==> src/rtl/idpcm_dc_decoder.sv <==
// Inverse anchor-based DPCM for quantised DC coefficients, one independent run per Y/Cr/Cb channel.
// One output register with a valid/ready handshake; accepted words appear on the next edge.
module idpcm_dc_decoder #(
    parameter int unsigned DATA_W    = 12,
    parameter int unsigned BLOCK_NUM = 64
) (
    input  logic              clk,
    input  logic              rst_n,
    input  logic [1:0]        mode,
    input  logic [DATA_W-1:0] diff_data,
    input  logic              diff_valid,
    output logic              diff_ready,
    input  logic              flush,
    output logic [DATA_W-1:0] dc_out,
    output logic [1:0]        dc_mode,
    output logic              dc_valid,
    input  logic              dc_ready,
    output logic              dc_last
);

    localparam int unsigned NumCh = 3;
    localparam logic [7:0] LastCnt = 8'(BLOCK_NUM);

    typedef enum logic {StIdle, StRun} state_t;

    state_t            state_q  [NumCh];
    state_t            state_d  [NumCh];
    logic [DATA_W-1:0] anchor_q [NumCh];
    logic [DATA_W-1:0] anchor_d [NumCh];
    logic [7:0]        cnt_q    [NumCh];
    logic [7:0]        cnt_d    [NumCh];

    logic              dc_valid_q, dc_valid_d;
    logic [DATA_W-1:0] dc_out_q, dc_out_d;
    logic [1:0]        dc_mode_q, dc_mode_d;
    logic              dc_last_q, dc_last_d;

    logic              accept;
    logic [DATA_W-1:0] rec_val;
    logic [7:0]        nxt_cnt;
    logic              is_last;

    assign diff_ready = !dc_valid_q || dc_ready;
    assign accept     = diff_valid && diff_ready;

    always_comb begin
        state_d    = state_q;
        anchor_d   = anchor_q;
        cnt_d      = cnt_q;
        dc_valid_d = dc_valid_q && !dc_ready;
        dc_out_d   = dc_out_q;
        dc_mode_d  = dc_mode_q;
        dc_last_d  = dc_last_q;
        rec_val    = '0;
        nxt_cnt    = '0;
        is_last    = 1'b0;

        if (flush) begin
            // Any word accepted alongside flush is swallowed; anchors survive.
            for (int c = 0; c < NumCh; c++) begin
                state_d[c] = StIdle;
                cnt_d[c]   = '0;
            end
        end else if (accept) begin
            for (int c = 0; c < NumCh; c++) begin
                if (mode == 2'(c + 1)) begin
                    if (state_q[c] == StIdle) begin
                        rec_val     = diff_data;
                        anchor_d[c] = diff_data;
                        nxt_cnt     = 8'd1;
                    end else begin
                        rec_val = anchor_q[c] - diff_data;
                        nxt_cnt = cnt_q[c] + 8'd1;
                    end
                    is_last = (nxt_cnt == LastCnt);
                    if (is_last) begin
                        state_d[c] = StIdle;
                        cnt_d[c]   = '0;
                    end else begin
                        state_d[c] = StRun;
                        cnt_d[c]   = nxt_cnt;
                    end
                    dc_valid_d = 1'b1;
                    dc_out_d   = rec_val;
                    dc_mode_d  = mode;
                    dc_last_d  = is_last;
                end
            end
        end
    end

    always_ff @(posedge clk or negedge rst_n) begin
        if (!rst_n) begin
            for (int c = 0; c < NumCh; c++) begin
                state_q[c]  <= StIdle;
                anchor_q[c] <= '0;
                cnt_q[c]    <= '0;
            end
            dc_valid_q <= 1'b0;
            dc_out_q   <= '0;
            dc_mode_q  <= '0;
            dc_last_q  <= 1'b0;
        end else begin
            state_q    <= state_d;
            anchor_q   <= anchor_d;
            cnt_q      <= cnt_d;
            dc_valid_q <= dc_valid_d;
            dc_out_q   <= dc_out_d;
            dc_mode_q  <= dc_mode_d;
            dc_last_q  <= dc_last_d;
        end
    end

    assign dc_valid = dc_valid_q;
    assign dc_out   = dc_out_q;
    assign dc_mode  = dc_mode_q;
    assign dc_last  = dc_last_q;

endmodule

==> config.mk <==
export PLATFORM = sky130hd
export DESIGN_NAME = idpcm_dc_decoder
export DESIGN_NICKNAME = d
export VERILOG_FILES = /design/src/rtl/idpcm_dc_decoder.sv
export SDC_FILE = /design/constraint.sdc
export NUM_CORES = 1
export LEC_CHECK = 0
export CORE_AREA = 2 2 109 111
export DETAILED_ROUTE_END_ITERATION = 6
export DIE_AREA = 0 0 111 113
export MAX_ROUTING_LAYER = met4
export PLACE_DENSITY = 0.79
export SLEW_MARGIN = 20
export SYNTH_ARGS = -nofsm -noshare
export SYNTH_HDL_FRONTEND = slang
export SYNTH_SLANG_ARGS = --single-unit
==> constraint.sdc <==
create_clock -name clk -period 4 [get_ports clk]
set_input_delay 0.4 -clock clk [delete_from_list [all_inputs] [get_ports clk]]
set_output_delay 0.4 -clock clk [all_outputs]
set_load 0.005 [all_outputs]
Word level (Yosys, flattened, before mapping)
Index checks and enable logic that the tools add are counted.

word-level totals
  register bits = 79
  output and inout bits = 17
  bits of input ports = 19

operators by class
  reduce and logical (&&, ||, !) cells = 17
  bitwise operators = 4
  muxes and demuxes = 45
  equality and inequality tests = 6
  $add $sub $neg = 6

operators by type and width
  operator             count
  $mux 8               18
  $mux 12              6
  $mux 24              2
  $sub 12x12->12       3
  $add 8x1->8 const B  3
  $eq 8x7->1 const B   3
  $mux 1               14
  $reduce_and 4->1     3
  $reduce_bool 2->1    4
  $mux 2               3
  $mux 3               2
  $reduce_and 2->1     3
  $eq 2x2->1 const B   2
  $not 1->1            4
  $reduce_and 3->1     1
  $reduce_bool 3->1    1
  $eq 2x1->1 const B   1
  $logic_and 1x1->1    2
  $logic_not 1->1      2
  $logic_or 1x1->1     1

Depth between registers and ports, before layout
Gate-level depths: netlist (run 1).

  depth after elaboration = 10
  gate-level depth with buffers = 11

Worst setup path before layout (run 1)
Ideal clock, no wire load.

  path type = input port to flip-flop
  from = in mode[0]
  to = reg dc_out_q[8] (netlist: dc_out[8])
  required time = 3.868 ns
  setup time = 0.132 ns
  data arrival time = 2.135 ns
  cell stages on the path = 8
  setup slack = 1.733 ns
  path buffers = 2
  path through = clkbuf_1 and2_0 dlygate4sd3_1 a211o_1 a21oi_1 nand2_1 a221oi_1 a31oi_1

on the way
  word-level cells in the longest chain between the ends = 3
  elaborated cells on any way between the ends = 7
  classes of those cells = eq/ne: 3; mux: 2; reduce/logical: 2

RTL lines
  element                                                 line  RTL
  start, declared                                         9     input logic [1:0] mode,
  $eq 2x1->1 or $eq 2x2->1 (tied branches)                66    if (mode == 2'(c + 1)) begin
  $reduce_bool 3->1 (no line) or $mux 12 (tied branches)  n/a
  $reduce_and 3->1 (no line) or $mux 12 (tied branches)   n/a
  end signal, assigned                                    108   dc_out_q <= dc_out_d;
  end, declared                                           34    logic [DATA_W-1:0] dc_out_q, dc_out_d;

Several ways; a longest one is shown, not always the timed one.
A chain may end at the register's enable or synchronous reset.

Worst setup path after layout (run 1)
  from = in mode[1]
  to = reg cnt_q[20] (netlist bit)

on the way
  word-level cells in the longest chain between the ends = 3

RTL lines
  element                      line  RTL
  $eq 2x1->1                   66
  $reduce_bool 2->1 (no line)  n/a
  $reduce_and 2->1 (no line)   n/a
  end signal, assigned         106   cnt_q <= cnt_d;
  end, declared                30    logic [7:0] cnt_q [NumCh];

Every way passes these cells.

==> results.txt, run 1 <==
The count of antenna-violating nets left after detailed routing is 0. The maximum clock insertion buffer count came out at 2. In this run the standard cell core region covers roughly 11000 µm².

After filler insertion, the fill cell instance count of the layout stands at ~970. The kind of critical path is input pin to flip-flop. The worst hold path belongs to the class input pin to asynchronous set/reset pin. TritonCTS built the clock tree.

The slowest stage of the critical path belongs to the cell sky130_fd_sc_hd__nand4_1. The top cell types in the final layout, fill and taps aside, are 79 x sky130_fd_sc_hd__dfrtp_1, 67 x sky130_fd_sc_hd__nand2_1, 63 x sky130_fd_sc_hd__o21ai_0. Counting every instance in the synthesized netlist gives ~640.

In the synthesized netlist the async set-or-reset flop fraction comes to 100%. The most common library cell in the layout ignoring fill and taps is sky130_fd_sc_hd__dfrtp_1. The area growth from synthesis to layout is 13.8%. In the synthesized netlist the dominant register cell turns out to be sky130_fd_sc_hd__dfrtp_1. CTS saw between 70 and 80 sinks. The number of I/O port buffers came out at 35. The pin slew with the least headroom to its limit came out at just under 0.8 ns. Setup total negative slack on the finished layout was measured at 0 ns.

The flow ran to the end, and the final reports show no timing, DRC or antenna violations. After detailed placement, the total cell area comes to just over 6000 µm². After detailed routing, the number of vias per cell comes to 6.18.

The number of antenna diodes in the final layout is 0. In the routed design, unresolved DRC markers number 0. The post-synthesis average cell area came out at approximately 8.8 µm². Cells with a size suffix above 1 make up 8.81% of the layout. The insertion delay of the later-clocked pin in the worst-skew pair came out at roughly 0.35 ns. The clock tree skew after final layout is between 0.01 and 0.015 ns. The number of violations reported at the end of detailed-routing iteration 0 is roughly 420.

The routed design could run at a clock period as short as about 2.8 ns. After layout, the design draws a total of ~3000 µW. The area of the die is between 10000 and 15000 µm². Row generation in the floorplan step produced 39 rows. The final number of max-transition violations was 0. The ratio of total power to cell area came out at 465 nW/µm². Traced cell by cell, the critical path runs through clkdlybuf4s50_1 -> buf_4 -> or2_2 -> nand4_1 -> buf_4 -> nor2_1 -> nand2_1 -> a31oi_1 -> o21ai_0 -> o31ai_1. The clock transition at the register clock pins on the worst setup and hold paths after CTS came out at about 0.07 ns.

The initial utilization of the core area, before any placement, comes to 49.8%. The final design instance area without fill came out at approximately 6400 µm². Gates resized during post-CTS repair numbered 0. The die is between 100 and 150 µm wide.

The peak ir drop on the vdd network is 0.000403 V. Setup repair after global routing left no endpoint under its margin. The peak clock frequency supported by timing came out at approximately 0.35 GHz. The startpoint type of the worst setup path is an input pin. Measured against its own limit, the worst slew margin works out to about half. Hold repair after CTS inserted 0 buffers. The number of search-and-repair iterations in the first detailed-routing pass came out at 5. By instance count, the cell type seen most on the critical path is sky130_fd_sc_hd__buf_4. The number of nets handed over by synthesis was 694. The number of enable flip-flop cells after synthesis came out at 0. Of the synthesized area, sequential elements account for 35.2%. The die is ~110 µm tall.

The via count of the first global-routing pass came out at a little under 5000. The number of storage elements in the synthesis netlist is about 80. The weighted congestion reported at the end of routability-driven placement is roughly 0.96. The maximum number of pins on one net before global-route repair is 80. The number of hold violations in the final report was 0. The cell area after synthesis is between 5000 and 6000 µm². The first global-routing pass estimated 24.5 mm of wire. The final critical-path share of the clock period came out at a little over 70%. CTS placed an instance of sky130_fd_sc_hd__clkbuf_16 at the clock tree root. Yosys mapped the design onto 65 distinct sky130hd cell types.

In this run the static leakage power is 0.00277 µW. Buffers added to address setup during post-CTS repair amount to 0. STA puts the critical path data arrival time at approximately 3 ns. The number of top-level pins is 36. STA classifies the critical path endpoint as a flip-flop. STA puts the critical path data required time at ~4.3 ns. The final net count is ~720. The overall global routing resource usage came out at between 20 and 30%.

The total number of vias came out at just over 5000. The number of antenna violations at the first check in global routing came out at 0. The top fanout value on the critical path came out at 20. After detailed routing, the average wire length per cell comes to 18.6 µm. The number of H-tree levels is 3.

The total CTS buffers is 9. After global routing the overflow that remains totals 0. Summed over all layers, the routed wires come to ~15 mm.

For this run, the number of Yosys warnings is 0. The final number of setup-violating endpoints came out at 0. The HPWL after detailed placement came out at around 11 mm. The final hold slack is just over 0.08 ns. The number of maximum-capacitance violations came out at 0. The largest single stage delay on the critical path is ~0.5 ns.
-- where the power goes --
group / total [µW] / switching (µW) / internal [µW]
logic: 1030 / 556 / 475
registers: 1030 / 101 / 930
clock network: 905 / 356 / 549
total: 2970 / 1010 / 1950
-- path summary, 6_finish.rpt --
kind	depth (start not counted)	start	endpoint	slack [ns]
setup / recovery	10	mode[1]	cnt_q[20]	1.18
hold / removal	1	rst_n	cnt_q[10]	0.08
setup reg to reg	8	dc_valid	cnt_q[20]	1.47
hold reg to reg	2	dc_out[4]	dc_out[4]	0.49
max in group asynchronous	1	rst_n	anchor_q[28]	3.41
min in group clk	2	dc_out[4]	dc_out[4]	0.49
-- per-layer routing --
metal	global-route usage [%]	vias to the layer above	share of wire, %
met4	7.50	0	1.5
li1	-	2383	-
met1	30.8	2468	43
met5	-	-	0
met2	42.3	152	50
met3	6.21	25	5.7
-- worst max-delay path, delay by kind of cell --
| family | cells | cell delay [ns] |
|---|---|---|
| buf+inv | 3 | 1.12 |
| simple gates | 4 | 1.15 |
| compound gates | 3 | 0.41 |
-- per-stage QoR --
step	utilization, %	cells	setup WS, ns
3_5_place_dp	53.7	797	0.866
5_1_grt	56.6	813	0.958
3_3_place_gp	53.7	797	0.885
4_1_cts	56.6	813	1.23
2_1_floorplan	-	636	1.73
6_report	56.6	813	1.18
-- cell usage after synthesis (11+ instances only) --
master / n / area, µm²
sky130_fd_sc_hd__a211oi_1: 13 / 97.6
sky130_fd_sc_hd__o21ai_0: 63 / 315
sky130_fd_sc_hd__nor3_1: 16 / 80.1
sky130_fd_sc_hd__nand2b_1: 11 / 68.8
sky130_fd_sc_hd__dfrtp_1: 79 / 1980
sky130_fd_sc_hd__mux2i_1: 13 / 130
sky130_fd_sc_hd__nor2_1: 52 / 195
sky130_fd_sc_hd__mux2_2: 23 / 259
sky130_fd_sc_hd__a21oi_1: 41 / 205
sky130_fd_sc_hd__clkbuf_1: 17 / 63.8
sky130_fd_sc_hd__nand3_1: 17 / 85.1
sky130_fd_sc_hd__xnor2_1: 17 / 149
sky130_fd_sc_hd__inv_1: 23 / 86.3
sky130_fd_sc_hd__and3_1: 11 / 68.8
sky130_fd_sc_hd__ha_1: 36 / 450
sky130_fd_sc_hd__nand2_1: 67 / 251
sky130_fd_sc_hd__xor2_1: 14 / 123
sky130_fd_sc_hd__a31oi_1: 12 / 75.1
-- registers in the layout, indices dropped and copies added (netlist names) --
signal and flops:
anchor_q 36, cnt_q 24, dc_out 12, state_q 3, dc_mode 2, dc_last 1
dc_valid 1
-- cell type report --
type / count / area (µm²) / area share, %
flip-flops and latches: 79 / 1980 / 31.0
multi-input cells: 508 / 3410 / 53.4
inverters: 25 / 93.8 / 1.47
repair buffers: 42 / 404 / 6.33
well taps: 143 / 179 / 2.80
clock inverters: 7 / 96.3 / 1.51
clock buffers: 9 / 225 / 3.53
-- cell families after synthesis --
| family | count (synthesis) | synth area share [%] |
|---|---|---|
| AO/OA/AOI/OAI | 200 | 22.5 |
| AND/OR/NAND/NOR | 202 | 17.2 |
| multiplexers | 36 | 6.94 |
| buffers and inverters | 49 | 4.22 |
| XOR/XNOR | 31 | 4.84 |
| adder cells (fa/ha/maj) | 39 | 9.10 |
| flip-flops | 79 | 35.2 |
No activity file was read; power rests on OpenSTA's default activity.
==> run 2, diff against run 1 <==
==> constraint.sdc (replaced) <==
create_clock -name clk -period 2.8 [get_ports clk]
set_input_delay 0.28 -clock clk [delete_from_list [all_inputs] [get_ports clk]]
set_output_delay 0.28 -clock clk [all_outputs]
set_load 0.005 [all_outputs]
==> run 2 against run 1 <==
  * The run now ends with negative hold slack left
  * Final area rose by 4.4%
  * Global-route usage rose by 0.67 points
  * Count of clock-buffer cells in the layout rose by 3
  * Clock skew fell by 0.00054 ns
  * Critical path depth rose by 1
  * First-iteration DRC count fell by 7.4%
  * Die area did not move
  * Utilization rose by 2.5 points
  * Wire length rose by 1.4%
  * Combinational power rose by 55%
  * Critical path type unchanged
  * Critical endpoint is now dc_out[10]
==> results.txt, run 2 (same netlist as run 1, synthesis figures left out) <==
The internal power summed over all cells is approximately 2700 µW. The detail route stage leaves a number of antenna-violating nets equal to 0. The peak ir drop on the vdd network is 0.000334 V. The final net count came out at approximately 770. The number of diodes came out at 0.

The library cell used most frequently in the layout, excluding fill and tap cells, is sky130_fd_sc_hd__dfrtp_1. The share of total power dissipated in sequential elements is between 30% and 40%. After detailed routing, the number of vias per cell comes to ~6.1. The total CTS buffers came out at 9. The fraction of layout instances using a drive strength above 1 is between 10% and 20%.

The count of filler cells inserted in the layout came out at 995. The ratio of total power to cell area is approximately 630 nW/µm². The worst path uses about 92% of the clock period. The longest clock path from root to sink contains 2 buffers.

Once the floorplan was initialized, standard cells occupied around half of the core. The endpoint arrival time on the critical path came out at 2.82 ns. The die width is 111 µm. The first global-routing pass estimated ~25 mm of wire. TritonCTS built the clock tree. The number of instances resized during post-cts repair came out at 0. The number of top-level pins is 36.

The wire-length estimate of the detail-placed layout is ~11 mm. For this run the aggregate overflow at the end of global routing stands at 0. The clock root buffer is sky130_fd_sc_hd__clkbuf_16.

Between clock sinks in the finished design, the worst skew comes to approximately 0.011 ns. The standby leakage power is between 0.002 and 0.003 µW. The number of violations reported at the end of detailed-routing iteration 0 came out at approximately 390.

The via count of the first global-routing pass came out at between 5000 and 6000. Relative to the synthesized area, the layout overhead comes to 18.7%. After clock tree synthesis, the flow added hold-fix buffers numbering 0. The number of I/O port buffers came out at 35. Setup repair after global routing left no endpoint under its margin.

The endpoint class of the critical path is a flip-flop. The number of search-and-repair iterations in the first detailed-routing pass is 5. Along the worst path, the maximum fanout reaches 5. The clock transition at the register clock pins on the worst setup and hold paths after CTS came out at about 0.06 ns. Net switching is approximately a third of the power. The overall die height is 113 µm. The post-detailed-route DRC marker count is 0. The area of the die came out at approximately 13000 µm².

Summed over all nets, the switching power comes to between 1000 and 1500 µW. The worst setup path is launched from an input pin. The final number of max-transition violations is 0. The total number of vias is between 5000 and 6000.

The weighted congestion reported at the end of routability-driven placement came out at ~1.0. Max-cap violations in this run came to 0. For the pin with the worst max-slew slack, the measured transition is approximately 0.76 ns. The total core area is 11300 µm².

Counting I/O delays and the setup requirement, the final critical path takes about 2.6 ns. The library cells used most frequently in the layout, excluding fill and tap cells, are 79 x sky130_fd_sc_hd__dfrtp_1, 67 x sky130_fd_sc_hd__nand2_1, 63 x sky130_fd_sc_hd__o21ai_0. Timing would allow up to between 0.3 and 0.4 GHz. The relative max-transition margin came out at 48.8%. The final hold slack came out at -0.0578 ns. The count of standard-cell rows is 39. The checks that failed: negative hold slack. The insertion delay of the later-clocked pin in the worst-skew pair is about 0.36 ns. The final number of setup-violating endpoints is 0. CTS saw approximately 80 sinks. The combinational group share of total power came out at 38.2%. The post-CTS setup buffer count is 0. The number of hold violations in the final report is 37. The register bank with the most flops is anchor_q. The kind of critical path is input pin to flip-flop. The run finished, with violations left.

The number of cells on the worst reg-to-reg path is 11. The required time reported for the critical path endpoint came out at 3.03 ns. The post-route total power is around 4200 µW. The register with the most flip-flops in the layout has 36 of them.

Entering global routing, the biggest net connects 80 pins. The average detailed-routed wire length per instance came out at 17.9 µm. The number of antenna violations at the first check in global routing is 0. The overall global routing resource usage is 26.0%. The routed design has around 15 mm of wire. The number of H-tree levels came out at 3. In this run, the clock network consumes between 20% and 30% of the power. The worst min-delay path class is input pin to asynchronous set/reset pin.
run 2: cell count changes in the layout (fill, tap and decap cells not counted), sizes merged:
cell / change
bufinv: -2
inv: -1
clkinv: +2
clkinvlp: -2
buf: +43
clkbuf: +3
run 2: power by group through the flow:
stage	combinational [µW]	clock [µW]	sequential (µW)
2_1_floorplan	1030	0	1440
3_3_place_gp	1520	0	1470
3_5_place_dp	1570	0	1480
4_1_cts	1580	1140	1460
5_1_grt	1750	1180	1480
6_report	1600	1120	1460
run 2: per-layer routing:
layer,vias up,wire length [µm],share of wire (%),global-route usage [%]
met3,28,928,6.1,5.03
met2,176,7240,47,42.2
met5,-,0,0,-
met4,0,370,2.4,9.92
met1,2552,6790,44,32.5
li1,2474,-,-,-
run 2: critical path: stages:
cell                              delay (ns)
sky130_fd_sc_hd__clkdlybuf4s50_1        0.58
sky130_fd_sc_hd__ha_1                   0.20
sky130_fd_sc_hd__inv_1                  0.05
sky130_fd_sc_hd__fa_1                   0.39
sky130_fd_sc_hd__a211oi_1               0.30
sky130_fd_sc_hd__o21bai_1               0.17
sky130_fd_sc_hd__a221oi_1               0.36
sky130_fd_sc_hd__xor2_1                 0.18
sky130_fd_sc_hd__a31oi_1                0.10
sky130_fd_sc_hd__o21ai_0                0.09
sky130_fd_sc_hd__o211ai_1               0.10
run 2: final timing paths:
| kind | from | end | slack (ns) |
|---|---|---|---|
| max | diff_data[0] | dc_out[10] | 0.21 |
| min | rst_n | cnt_q[14] | -0.06 |
| max reg2reg | anchor_q[24] | dc_out[10] | 0.34 |
| min reg2reg | dc_out[1] | dc_out[1] | 0.48 |
| max in group asynchronous | rst_n | anchor_q[25] | 2.28 |
| min in group clk | dc_out[1] | dc_out[1] | 0.48 |
run 2: per-stage QoR:
step | setup TNS, ns | std cells | utilization (%) | worst slack (ns) | area (µm²)
after global placement | -0.0769 | 840 | 56.6 | -0.0769 | 6380
after CTS | 0 | 856 | 59.0 | 0.247 | 6660
after detailed placement | -0.320 | 840 | 56.6 | -0.117 | 6380
final | 0 | 856 | 59.1 | 0.211 | 6660
after floorplan | 0 | 636 | - | 0.571 | 5610
after global routing | 0 | 856 | 59.1 | 0.0754 | 6660
run 2: area by class of cell:
type | count | area (µm²) | share of cell area, %
flip-flops and latches | 79 | 1980 | 29.7
clock buffers | 12 | 256 | 3.85
well taps | 143 | 179 | 2.69
inverters | 25 | 93.8 | 1.41
multi-input cells | 508 | 3410 | 51.1
repair buffers | 85 | 727 | 10.9
clock inverters | 4 | 20.0 | 0.301
